==> src/rtl/load_store_unit.sv <==
// Load/store unit: turns byte/half/word requests into word-only accesses
// to data_memory. Loads are lane-selected and extended. Sub-word stores use
// read-modify-write. Misaligned, out-of-range and illegal-size requests are
// rejected with a fault response and never touch memory.
module load_store_unit #(
  parameter int MEM_WORD_ADDR_WIDTH = 11
) (
  input  logic        clock,
  input  logic        reset,
  input  logic        req_valid,
  output logic        req_ready,
  input  logic        req_write,
  input  logic [2:0]  req_op,
  input  logic [31:0] req_address,
  input  logic [31:0] req_write_data,
  output logic        resp_valid,
  output logic        resp_fault,
  output logic [31:0] resp_read_data,
  output logic [29:0] mem_address,
  output logic        mem_write_enable,
  output logic [31:0] mem_write_input,
  input  logic [31:0] mem_read_result
);

  typedef enum logic [1:0] {
    IDLE   = 2'd0,
    ACCESS = 2'd1,
    WRITE  = 2'd2
  } state_t;

  localparam logic [1:0] SIZE_BYTE = 2'b00;
  localparam logic [1:0] SIZE_HALF = 2'b01;
  localparam logic [1:0] SIZE_WORD = 2'b10;

  // Byte-address bits above the memory's range; any of them set is a fault.
  // The shift overflows to zero for a full 32-bit range, leaving an empty mask.
  localparam logic [31:0] HIGH_MASK = ~((32'h1 << (MEM_WORD_ADDR_WIDTH + 2)) - 32'h1);

  state_t      state_q, state_d;
  logic        write_q, write_d;
  logic [2:0]  op_q, op_d;
  logic [31:0] addr_q, addr_d;
  logic [31:0] wdata_q, wdata_d;
  logic [31:0] merged_q, merged_d;
  logic        resp_valid_q, resp_valid_d;
  logic        resp_fault_q, resp_fault_d;
  logic [31:0] resp_read_data_q, resp_read_data_d;

  logic        req_fault;
  logic [7:0]  load_byte;
  logic [15:0] load_half;
  logic [31:0] load_ext;
  logic [3:0]  lane_hit;
  logic [31:0] merged_word;

  // Request legality check on the incoming (not yet latched) fields.
  always_comb begin
    req_fault = 1'b0;
    if (req_op[1:0] == 2'b11) begin
      req_fault = 1'b1;
    end
    if (req_op[1:0] == SIZE_HALF && req_address[0] != 1'b0) begin
      req_fault = 1'b1;
    end
    if (req_op[1:0] == SIZE_WORD && req_address[1:0] != 2'b00) begin
      req_fault = 1'b1;
    end
    if ((req_address & HIGH_MASK) != 32'h0) begin
      req_fault = 1'b1;
    end
  end

  // Lane select and sign/zero extension of the memory word for loads.
  always_comb begin
    load_byte = 8'h00;
    load_ext  = mem_read_result;
    case (addr_q[1:0])
      2'd0:    load_byte = mem_read_result[7:0];
      2'd1:    load_byte = mem_read_result[15:8];
      2'd2:    load_byte = mem_read_result[23:16];
      default: load_byte = mem_read_result[31:24];
    endcase
    load_half = addr_q[1] ? mem_read_result[31:16] : mem_read_result[15:0];
    case (op_q[1:0])
      SIZE_BYTE: load_ext = op_q[2] ? {24'h0, load_byte} : {{24{load_byte[7]}}, load_byte};
      SIZE_HALF: load_ext = op_q[2] ? {16'h0, load_half} : {{16{load_half[15]}}, load_half};
      default:   load_ext = mem_read_result;
    endcase
  end

  // Per-byte merge for sub-word stores: replace the addressed lane(s) of the
  // current memory word with the low bits of the store data.
  for (genvar gi = 0; gi < 4; gi++) begin : g_merge
    localparam logic [1:0] LANE = 2'(gi);
    assign lane_hit[gi] = (op_q[1:0] == SIZE_BYTE && addr_q[1:0] == LANE) ||
                          (op_q[1:0] == SIZE_HALF && addr_q[1] == LANE[1]);
    assign merged_word[8*gi +: 8] = !lane_hit[gi]            ? mem_read_result[8*gi +: 8] :
                                    (op_q[1:0] == SIZE_HALF) ? wdata_q[8*(gi%2) +: 8] :
                                                               wdata_q[7:0];
  end

  // Next-state, field latching and response generation.
  always_comb begin
    state_d          = state_q;
    write_d          = write_q;
    op_d             = op_q;
    addr_d           = addr_q;
    wdata_d          = wdata_q;
    merged_d         = merged_q;
    resp_valid_d     = 1'b0;
    resp_fault_d     = 1'b0;
    resp_read_data_d = 32'h0;
    case (state_q)
      IDLE: begin
        if (req_valid) begin
          write_d = req_write;
          op_d    = req_op;
          addr_d  = req_address;
          wdata_d = req_write_data;
          if (req_fault) begin
            resp_valid_d = 1'b1;
            resp_fault_d = 1'b1;
          end else begin
            state_d = ACCESS;
          end
        end
      end
      ACCESS: begin
        if (!write_q) begin
          resp_valid_d     = 1'b1;
          resp_read_data_d = load_ext;
          state_d          = IDLE;
        end else if (op_q[1:0] == SIZE_WORD) begin
          resp_valid_d = 1'b1;
          state_d      = IDLE;
        end else begin
          merged_d = merged_word;
          state_d  = WRITE;
        end
      end
      WRITE: begin
        resp_valid_d = 1'b1;
        state_d      = IDLE;
      end
      default: begin
        state_d = IDLE;
      end
    endcase
  end

  // State and latched-field registers; reset discards any pending operation.
  always_ff @(posedge clock or negedge reset) begin
    if (!reset) begin
      state_q          <= IDLE;
      write_q          <= 1'b0;
      op_q             <= 3'b0;
      addr_q           <= 32'h0;
      wdata_q          <= 32'h0;
      merged_q         <= 32'h0;
      resp_valid_q     <= 1'b0;
      resp_fault_q     <= 1'b0;
      resp_read_data_q <= 32'h0;
    end else begin
      state_q          <= state_d;
      write_q          <= write_d;
      op_q             <= op_d;
      addr_q           <= addr_d;
      wdata_q          <= wdata_d;
      merged_q         <= merged_d;
      resp_valid_q     <= resp_valid_d;
      resp_fault_q     <= resp_fault_d;
      resp_read_data_q <= resp_read_data_d;
    end
  end

  // Memory-side outputs come only from registers so the write strobe is
  // stable when data_memory samples it on the negedge.
  always_comb begin
    req_ready        = (state_q == IDLE);
    mem_address      = addr_q[31:2];
    mem_write_enable = 1'b0;
    mem_write_input  = 32'h0;
    if (state_q == ACCESS && write_q && op_q[1:0] == SIZE_WORD) begin
      mem_write_enable = 1'b1;
      mem_write_input  = wdata_q;
    end else if (state_q == WRITE) begin
      mem_write_enable = 1'b1;
      mem_write_input  = merged_q;
    end
  end

  assign resp_valid     = resp_valid_q;
  assign resp_fault     = resp_fault_q;
  assign resp_read_data = resp_read_data_q;

endmodule
==> config.mk <==
export PLATFORM = sky130hd
export DESIGN_NAME = load_store_unit
export DESIGN_NICKNAME = d
export VERILOG_FILES = /design/src/rtl/load_store_unit.sv
export SDC_FILE = /design/constraint.sdc
export NUM_CORES = 1
export LEC_CHECK = 0
export CORE_MARGIN = 3
export CORE_UTILIZATION = 52
export CTS_BUF_LIST = sky130_fd_sc_hd__clkbuf_4
export DETAILED_ROUTE_END_ITERATION = 7
export PLACE_DENSITY = 0.93
export REMOVE_ABC_BUFFERS = 1
export SLEW_MARGIN = 20
export SYNTH_ARGS = -nofsm -noshare
export SYNTH_HDL_FRONTEND = slang
export SYNTH_SLANG_ARGS = --single-unit
==> constraint.sdc <==
create_clock -name clock -period 3.4 [get_ports clock]
set_input_delay 0.51 -clock clock [delete_from_list [all_inputs] [get_ports clock]]
set_output_delay 0.51 -clock clock [all_outputs]
set_load 0.02 [all_outputs]
==> results of run 1 <==
## tightest hold or removal path: stages (launching register included)
cell and delay (ns):
dfrtp_1 0.37, nand2_1 0.05, o21ai_0 0.06
## state kept, by name, summed over array words and instances (netlist names)
signal and count:
addr_q 32, merged_q 32, op_q 3, resp_fault 1, resp_read_data 32, resp_valid 1, state_q 2, wdata_q 32
write_q 1
## what timing repair did
action | CTS | global route
gates resized for setup | 0 | 0
endpoints found under the hold margin | 8 | 0
hold buffers | 1 | 0
## routing by layer
metal	wire, um	track usage	part of all wire
met5	0	0	0
met4	423	0.109	0.023
met3	2020	0.109	0.11
met2	8910	0.444	0.48
met1	7350	0.337	0.39
## cells by family after synthesis
| logic type | after synthesis |
|---|---|
| AO/OA/AOI/OAI | 110 |
| multiplexers | 123 |
| buffers and inverters | 72 |
| flip-flops | 136 |
| AND/OR/NAND/NOR | 121 |
## final timing paths
kind | from | to | cells past startpoint
setup / recovery | state_q[0] | mem_write_input[10] | 6
min in group asynchronous | reset | wdata_q[30] | 2
max in group asynchronous | reset | merged_q[8] | 3
setup reg to reg | state_q[0] | merged_q[9] | 5
hold reg to reg | merged_q[12] | merged_q[12] | 2
hold / removal | merged_q[12] | merged_q[12] | 2
## cell type report
cell class                      instances  area, um2
Fill cell                             847       3530
Clock buffer                           22        165
Timing Repair Buffer                  211       2100
Multi-Input combinational cell        354       2710
Tap cell                              168        210
Clock inverter                          8       33.8
Sequential cell                       136       3400
Inverter                                4       15.0
## synth_stat cells (all sizes together) (2+ instances only)
master  instances  area (um2)
nor4            4        25.0
nor2            9        50.1
nand2          74         278
nor2b           5        38.8
a22oi           6        45.0
nor3b           4        57.6
o221ai          6        52.6
a21oi          16        80.1
nand2b          6        37.5
nand3           3        27.5
mux2           84         946
a22o           33         289
o21ai          46         230
clkbuf         14        53.8
mux2i          38         380
nor3            3        26.3
and2            9        56.3
or2             2        12.5
buf            54         380
dfrtp         136        3400
inv             4        15.0
## power by group
part	leakage, nW	internal [mW]	switching [mW]
Combinational	2.11	0.345	0.301
Clock	0.121	0.305	0.545
Sequential	1.57	1.70	0.0741
## layout by cell type (no fill, tap or decap), types with 2 or more instances in the layout
| master | Yosys | routed |
|---|---|---|
| mux2i_1 | 38 | 38 |
| nor4_1 | 4 | 4 |
| nor3_1 | 2 | 2 |
| a21oi_1 | 16 | 16 |
| o21ai_0 | 37 | 37 |
| dfrtp_1 | 136 | 136 |
| buf_4 | 34 | 9 |
| nor2_1 | 8 | 7 |
| mux2_2 | 84 | 84 |
| o221ai_1 | 6 | 6 |
| nand2b_1 | 6 | 6 |
| clkbuf_4 | 0 | 22 |
| and2_1 | 8 | 7 |
| clkinv_2 | 0 | 3 |
| a22oi_1 | 6 | 6 |
| inv_1 | 4 | 4 |
| clkinv_1 | 0 | 5 |
| nor3b_4 | 2 | 2 |
| o21ai_1 | 9 | 9 |
| nor2b_1 | 4 | 3 |
| nand2_1 | 74 | 74 |
| clkdlybuf4s50_1 | 0 | 199 |
| a22o_1 | 33 | 33 |
==> results.md, run 1 <==
* Status: finished, final reports clean
* Clock Skews at 0.0119 ns
* Share of cells above drive strength 1 at 0.182
* Startpoint Class: flip-flop
* RePlAce Congestion at 0.849
* Cell area after layout at 8630 um2
* Pre-antenna DRT Iters at 8
* Residual DRC at 0
* P_leak at 3.80 nW
* Die Ht at roughly 120 um
* CP Buf/Inv Count at 2
* Vias per inst at about 5.6
* Via count at ~5,100
* H-tree levels at 4
* CP required at a little under 3 ns
* Period minus WS final at 3.01 ns
* Crit Path Max Fanout at 18
* Ys Warns at 0
* Register-to-register setup slack at 1.07 ns
* Row count at 40
* CP Cell Sequence: nor2b_1 -> nand2_1 -> nor2_2 -> buf_4 -> a22o_1 -> clkdlybuf4s50_1
* Antenna Nets Post-Route at 0
* RSZ-0062 raised after global routing: false
* First DRT Iteration DRCs at 476
* Syn avg cell area at around 12 um2
* Synth Cell Area at 6550 um2
* Hold Crit Class: flip-flop to flip-flop
* CTS tree: yes
* Post-Synth Adder-Cell Area at 0
* DP Worst Slack at 0.975 ns
* Final std cells w/o fill at about 900
* Yosys reg bits at 136
* Hpwl dp at 13,400 um
* Worst-Skew Late Latency at between 0.5 and 0.6 ns
* Fmax at 0.332 GHz
* Drt wl/cell at 20.7 um
* Area delta synth->final at 31.9%
* Pwr Density at 379 nW/um2
* Main combinational cell family by area after synthesis: multiplexers
* Total track usage at 0.277
* Sequential share of the synthesized area at 0.520
* Cell count after placement at 872
* DP Area at 8430 um2
* VDD IR-drop max at between 200 and 300 uV
* CTS buffer count at 17
* Worst slew pin tran at 1.19 ns
* Vias in the first global route at between 5,000 and 6,000
* Core outline area at 12,200 um2
* Pin count of the biggest net entering global routing at 83
* Post-Synth Simple-Gate Area at 0.0950
* CTS clock-pin slew for the worst setup and hold paths at 0.11 ns
* Worst setup EP type: output pin
* Remaining global-route overflow at 0
* Diode count at 0
* Max Transition Viols Final at 0
* Slew HR at 0.209
* Synth Area in Compound Gates at 0.110
* CP top delay family: buffers and inverters
* First-pass GRT wire length at 30,100 um
* Die area at around 14,000 um2
* Initial Util at 0.538
* CP max stage cell: clkdlybuf4s50_1
* Post-route clock period utilization at 0.885
* Final worst slack at 0.392 ns
* Asr flop ratio synth at 1.00
* Setup tns final at 0 ns
* Power consumption at 3.27 mW
* Syn Inst Count at 562
* Final nets at 827
* Die W at 118 um
* Post-CTS Setup Bufs at 0
* Post-synth EDFFs at 0
* Max incr delay on CP at 0.61 ns
* Synth Flop Type: dfrtp_1
* Clock sink total at 136
* Crit Path Class: flip-flop to output pin
* Endpoints failing hold at 0
* Number of distinct library cells after synthesis at 39
* WL final at 18,700 um
* Total of max-cap violations at 0
* Final hold slack at ~0.50 ns
* Final core utilization at 0.710
* Antenna violations before repair at 0
* Xor-xnor portion of the synthesized cell area at 0
* Worst-case clock buffer depth at 2
* Port buffer count at 200
* Clk root buf: clkbuf_4
* IO Count at 201
* Crit path DAT at 2.50 ns
* Multiplexer area fraction after synthesis at 0.206
* Final setup fails at 0
No activity file was read; power rests on OpenSTA's default activity.
==> run 2: changes to the inputs <==
ABC_AREA = 0   (was default)
==> results of run 2 <==
Same layout as run 1: the final DEF is identical, and so are final timing and power.
